`src/rtl/mmio_pkg.sv`:
```
// Shared encodings for the CPU memory-mapped I/O bridge.
// Latency: n/a (types and constants only).
// Backpressure: n/a.
// Contents: command codes, read-source select enum, default port addresses.
package mmio_pkg;

   // CPU command encodings; 2'b11 is decoded as no access.
   localparam logic [1:0] MEM_NONE  = 2'b00;
   localparam logic [1:0] MEM_READ  = 2'b01;
   localparam logic [1:0] MEM_WRITE = 2'b10;

   // Source of read_data in the cycle after a READ.
   typedef enum logic [1:0] {
      SEL_ZERO = 2'd0,
      SEL_RAM  = 2'd1,
      SEL_SW   = 2'd2
   } sel_t;

   localparam logic [8:0] SW_ADDR_DEF  = 9'h140;
   localparam logic [8:0] LED_ADDR_DEF = 9'h100;

endpackage

```
`src/rtl/sw_debounce.sv`:
```
// Switch debouncer: 2-flop synchronizer followed by a stability counter.
// Latency: a change becomes visible on sw_stable 2 + DEBOUNCE_CYCLES cycles after it appears on sw.
// Backpressure: none; free-running every cycle.
// Ports: clk, reset (sync, active-low), sw (raw async levels), sw_stable (accepted value).
module sw_debounce #(
   parameter int DEBOUNCE_CYCLES = 4,
   parameter int WIDTH           = 8
) (
   input  logic             clk,
   input  logic             reset,
   input  logic [WIDTH-1:0] sw,
   output logic [WIDTH-1:0] sw_stable
);

   localparam int                CNT_W   = $clog2(DEBOUNCE_CYCLES);
   localparam logic [CNT_W-1:0] CNT_MAX = CNT_W'(DEBOUNCE_CYCLES - 1);

   logic [WIDTH-1:0] sw_meta;
   logic [WIDTH-1:0] sw_sync;
   logic [CNT_W-1:0] cnt;

   // The counter tracks how long the synchronized vector has disagreed with
   // the accepted value; any return to agreement restarts the count, so a
   // glitch shorter than DEBOUNCE_CYCLES never reaches sw_stable.
   always_ff @(posedge clk) begin
      if (!reset) begin
         sw_meta   <= '0;
         sw_sync   <= '0;
         sw_stable <= '0;
         cnt       <= '0;
      end else begin
         sw_meta <= sw;
         sw_sync <= sw_meta;
         if (sw_sync != sw_stable) begin
            if (cnt == CNT_MAX) begin
               sw_stable <= sw_sync;
               cnt       <= '0;
            end else begin
               cnt <= cnt + CNT_W'(1);
            end
         end else begin
            cnt <= '0;
         end
      end
   end

endmodule

```
`src/rtl/mmio_bridge.sv`:
```
// CPU memory-mapped I/O bridge: decodes accesses to RAM, debounced switch port and LED port.
// Latency: read_data valid exactly 1 cycle after a READ; RAM control combinational.
// Backpressure: none; one access accepted every cycle, back-to-back READs allowed.
// Ports: clk, reset (sync, active-low), mem_cmd/mem_addr/write_data (CPU), read_data (to CPU),
//        ram_addr/ram_we/ram_wdata/ram_rdata (sync-read RAM), sw (raw switches), ledr (LEDs),
//        bus_err (sticky decode error, present only when MMIO_BUSERR_EN is defined).
module mmio_bridge
   import mmio_pkg::*;
#(
   parameter int         DEBOUNCE_CYCLES = 4,
   parameter logic [8:0] SW_ADDR         = SW_ADDR_DEF,
   parameter logic [8:0] LED_ADDR        = LED_ADDR_DEF
) (
   input  logic        clk,
   input  logic        reset,
   input  logic [1:0]  mem_cmd,
   input  logic [8:0]  mem_addr,
   input  logic [15:0] write_data,
   output logic [15:0] read_data,
   output logic [7:0]  ram_addr,
   output logic        ram_we,
   output logic [15:0] ram_wdata,
   input  logic [15:0] ram_rdata,
   input  logic [7:0]  sw,
`ifdef MMIO_BUSERR_EN
   output logic        bus_err,
`endif
   output logic [7:0]  ledr
);

   logic       in_ram;
   logic       is_sw;
   logic       is_led;
   logic       is_rd;
   logic       is_wr;
   sel_t       sel_d;
   sel_t       sel_q;
   logic [7:0] sw_stable;

   assign in_ram = ~mem_addr[8];
   assign is_sw  = (mem_addr == SW_ADDR);
   assign is_led = (mem_addr == LED_ADDR);
   assign is_rd  = (mem_cmd == MEM_READ);
   assign is_wr  = (mem_cmd == MEM_WRITE);

   // RAM sees the address every cycle; only the write strobe is qualified.
   // The strobe is not gated by reset so the RAM behaves the same in reset.
   assign ram_addr  = mem_addr[7:0];
   assign ram_wdata = write_data;
   assign ram_we    = is_wr & in_ram;

   always_comb begin
      sel_d = SEL_ZERO;
      if (is_rd) begin
         if (in_ram) begin
            sel_d = SEL_RAM;
         end else if (is_sw) begin
            sel_d = SEL_SW;
         end
      end
   end

   always_ff @(posedge clk) begin
      if (!reset) begin
         sel_q <= SEL_ZERO;
         ledr  <= 8'h00;
      end else begin
         sel_q <= sel_d;
         if (is_wr && is_led) begin
            ledr <= write_data[7:0];
         end
      end
   end

   // RAM data arrives one cycle after the address, so the mux is steered by
   // the registered select rather than the live decode.
   always_comb begin
      read_data = 16'h0000;
      case (sel_q)
         SEL_RAM: read_data = ram_rdata;
         SEL_SW:  read_data = {8'h00, sw_stable};
         default: read_data = 16'h0000;
      endcase
   end

   sw_debounce #(
      .DEBOUNCE_CYCLES (DEBOUNCE_CYCLES),
      .WIDTH           (8)
   ) u_sw_debounce (
      .clk       (clk),
      .reset     (reset),
      .sw        (sw),
      .sw_stable (sw_stable)
   );

`ifdef MMIO_BUSERR_EN
   logic unmapped;
   logic err_hit;

   assign unmapped = ~in_ram & ~is_sw & ~is_led;
   assign err_hit  = ((is_rd | is_wr) & unmapped) | (is_wr & is_sw);

   always_ff @(posedge clk) begin
      if (!reset) begin
         bus_err <= 1'b0;
      end else if (err_hit) begin
         bus_err <= 1'b1;
      end
   end
`endif

endmodule

```
`config.mk`:
```
export PLATFORM = sky130hd
export DESIGN_NAME = mmio_bridge
export DESIGN_NICKNAME = d
export VERILOG_FILES = /design/src/rtl/mmio_pkg.sv /design/src/rtl/sw_debounce.sv /design/src/rtl/mmio_bridge.sv
export SDC_FILE = /design/constraint.sdc
export NUM_CORES = 1
export LEC_CHECK = 0
export CORE_ASPECT_RATIO = 1.4
export CORE_MARGIN = 4
export CORE_UTILIZATION = 34
export DETAILED_ROUTE_END_ITERATION = 8
export PLACE_DENSITY = 0.76
export SYNTH_ARGS = -nofsm -noshare
export SYNTH_HDL_FRONTEND = slang
export SYNTH_SLANG_ARGS = --single-unit
```
`constraint.sdc`:
```
create_clock -name clk -period 1.3 [get_ports clk]
set_input_delay 0.13 -clock clk [delete_from_list [all_inputs] [get_ports clk]]
set_output_delay 0.13 -clock clk [all_outputs]
set_load 0.005 [all_outputs]
```
==> results by group <==
Run status
  • Run status: finished with violations
  • Failing checks: negative setup slack

Routing
  • Count of TritonRoute iterations in the first routing pass: 5
  • DRC: 0
  • Vias per cell: between 4 and 5
  • Avg WL per Cell: 12.74 µm
  • Initial DRC Count: 28
  • DRT Wirelength: about 4.1 mm
  • Metal-1 WL: approximately 1.5 mm
  • Top sig layer: met4
  • Antenna Nets Post-Route: 0
  • Metal3 WL: 312 µm
  • Via count: between 1000 and 1500
  • WL met2: between 2 and 2.5 mm

Final layout
  • Antenna cell count: 0
  • Layout cells sized above 1: 30.20%
  • Commonest non-fill, non-tap cell in the layout: clkdlybuf4s50_1
  • Layout fillers: around 450
  • Most frequent cells in the layout: clkdlybuf4s50_1 (56), and2_1 (24), dfxtp_1 (22)
  • Area Growth Syn to Fin: 58.70%
  • Final net count: 311
  • Post-Layout Cell Count: 319

Clock tree
  • CTS root buf: clkbuf_8
  • CTS buffer count: 5
  • Htree depth: 2
  • TritonCTS clock tree: yes
  • Clk slew on worst S/H paths: 0.06 ns
  • Worst-Skew Late Latency: around 0.28 ns
  • CTS sink count: 36
  • Maximum clock path buffer count: 2
  • Hold Buf Count CTS: 0

Place
  • DPL Wire Length: approximately 3 mm
  • Placer Congestion: 0.6603
  • Inst Count DP: about 300
  • IO Port Bufs: 85

Job
  • # Max-Cap Violations: 0

Floorplanning
  • CORE AREA: a little under 0.005 mm²
  • Starting Density: 35.51%
  • Die Span Y: just over 90 µm
  • Cell Rows: 30
  • Ports: just over 100
  • Total die area: 0.006319 mm²
  • Die W: around 70 µm

Setup path
  • Buffers & Inverters on Critical Path: 3
  • Slowest CP cell: dfxtp_2
  • Crit Reg-Reg Endpoint: u_sw_debounce.sw_stable[7]
  • Crit end category: output port
  • WS Path Type: register to output port
  • Critical path startpoint category: register
  • Worst path top cell family by delay: buffers and inverters
  • Reg2reg path depth: 5
  • Critical path's most frequent cell: buf_6
  • Reg2reg start: u_sw_debounce.sw_stable[4]
  • CP max stage delay: 0.32 ns
  • R2R setup slack: around 0.030 ns
  • Crit path DAT: between 1 and 1.5 ns
  • CP Data Required Time: 1.17 ns
  • Crit path max fanout: 7
  • Cells along the critical path: buf_6 > ha_4 > nor2b_4 > buf_6 > and2_1 > buf_2

Timing
  • Final setup violation count: 16
  • Crit path time final: between 1 and 1.5 ns
  • Fmax: around 670 MHz
  • Hold Violations, Final: 0
  • Clk_skew: ~0.011 ns
  • Final Slew Violations: 0
  • Final worst slack: -0.1946 ns
  • RSZ-0062 raised after global routing: true
  • Worst slew pin tran: between 0.3 and 0.4 ns
  • Final setup TNS: -1.970 ns
  • Worst rel slew slack: between 70 and 80%
  • Tcrit/Tclk final: 115.0%

Global route
  • Initial antenna violation count: 0
  • Total global-route track usage: between 10% and 20%
  • Gr ovfl total: 0
  • First-pass GRT wire length: 6.030 mm
  • Largest net degree at the start of global routing: 45
  • Number of global-route vias before repair: around 1300

Logic synthesis
  • Number of synthesized register bits: 36
  • Leading area contributor after synthesis: dfxtp_1
  • Number of distinct library cells after synthesis: 23
  • Synth area leaders: dfxtp_1 (42%), buf_4 (10%), mux2i_1 (9.2%)
  • Cell Area, Synth: between 0.0015 and 0.002 mm²
  • Synth Instances: 180
  • Sequential-to-total area share from yosys stat: around 42%
  • Yosys warns: 0
  • Synthesized area per cell: 9.627 µm²
  • Net count after synthesis: 236
  • Yosys top cell area share: 41.59%

Worst hold path
  • Worst Hold Endpoint: sel_q[0]
  • Worst Hold Launch: mem_addr[8]
  • Min-Delay Path Depth: 3
  • Worst Hold Class: input pin to register

Power
  • Leak: approximately 1.2 nW
  • Worst ir drop on vdd: approximately 500 µV
  • P per Cell Area: between 700 and 800 mW/mm²
[report_power, final]
part	total, mW	switching, mW	internal (mW)
logic	0.336	0.110	0.226
registers	1.15	0.0160	1.13
clock network	0.715	0.352	0.363
[cells by family after synthesis]
family                   Yosys count  share of synthesized area [%]
XOR/XNOR                           8                          4.043
flip-flops                        36                          41.59
multiplexers                      16                          9.242
AND/OR/NAND/NOR                   73                          23.97
adder cells (fa/ha/maj)            3                          2.166
buffers and inverters             35                          13.93
AO/OA/AOI/OAI                      9                          5.054
[synthesized netlist by cell type]
| cell type | instances |
|---|---|
| clkbuf_1 | 5 |
| xor2_1 | 8 |
| nor4_2 | 1 |
| a22oi_1 | 8 |
| nor2_1 | 13 |
| and2_1 | 24 |
| nand4_1 | 1 |
| inv_1 | 3 |
| and4_1 | 1 |
| nor3b_1 | 2 |
| buf_4 | 24 |
| nand4b_1 | 1 |
| dfxtp_1 | 36 |
| ha_1 | 3 |
| nor2b_1 | 9 |
| dlygate4sd1_1 | 1 |
| nor4b_2 | 1 |
| buf_6 | 2 |
| nor4bb_1 | 2 |
| a41oi_4 | 1 |
| nand3_2 | 1 |
| mux2i_1 | 16 |
| nand2_1 | 17 |
[layout make-up]
class	count	area (µm²)	area share, %
flip-flops and latches	36	745.7	27.12
clock inverters	1	5.005	0.1820
clock buffers	6	72.57	2.639
repair buffers	100	935.9	34.03
well taps	64	80.08	2.912
multi-input cells	109	899.6	32.71
inverters	3	11.26	0.4095
[metrics by stage]
stage	setup slack (ns)	hold slack [ns]	instance area [µm²]	utilization [%]	power, mW
3_3_place_gp	-0.3295	0.2600	2524	51.72	1.491
6_report	-0.1946	0.1934	2750	56.36	2.198
5_1_grt	-0.2475	0.2099	2750	56.36	2.323
2_1_floorplan	0.02377	0.2057	1735	-	1.322
4_1_cts	-0.1849	0.2600	2645	54.21	2.230
3_5_place_dp	-0.3650	0.2600	2524	51.72	1.496
[state kept, by name (all words and copies together) (netlist names)]
name                     cells
u_sw_debounce.sw_meta        8
ledr                         8
u_sw_debounce.cnt            2
sel_q                        2
u_sw_debounce.sw_sync        8
u_sw_debounce.sw_stable      8
[tightest hold or removal path: stages]
cell,delay [ns]
dlymetal6s2s_1,0.14
buf_4,0.13
nor4bb_1,0.03
[metal layers]
layer / vias up / track usage (%)
li1: 710 / -
met1: 611 / 12.46
met2: 53 / 23.33
met3: 8 / 4.005
met4: 0 / 6.633
met5: - / 0
[how the worst max path moves through the flow]
stage                        start       endpoint  slack [ns]  cells after the start
after floorplan           sel_q[0]  read_data[10]        0.02                      5
after global placement    sel_q[0]   read_data[9]       -0.33                      5
after detailed placement  sel_q[0]   read_data[8]       -0.37                      5
after CTS                 sel_q[0]  read_data[13]       -0.18                      6
after global routing      sel_q[0]  read_data[13]       -0.25                      6
final                     sel_q[0]   read_data[9]       -0.19                      6
[repair_timing]
item	in CTS	in global routing
pin swaps	15	17
endpoints found under the hold margin	0	0
endpoints found under the setup margin	28	40
gates resized for setup	92	33
setup buffers	4	1
Note: power is estimated with default switching activity, not from simulation.
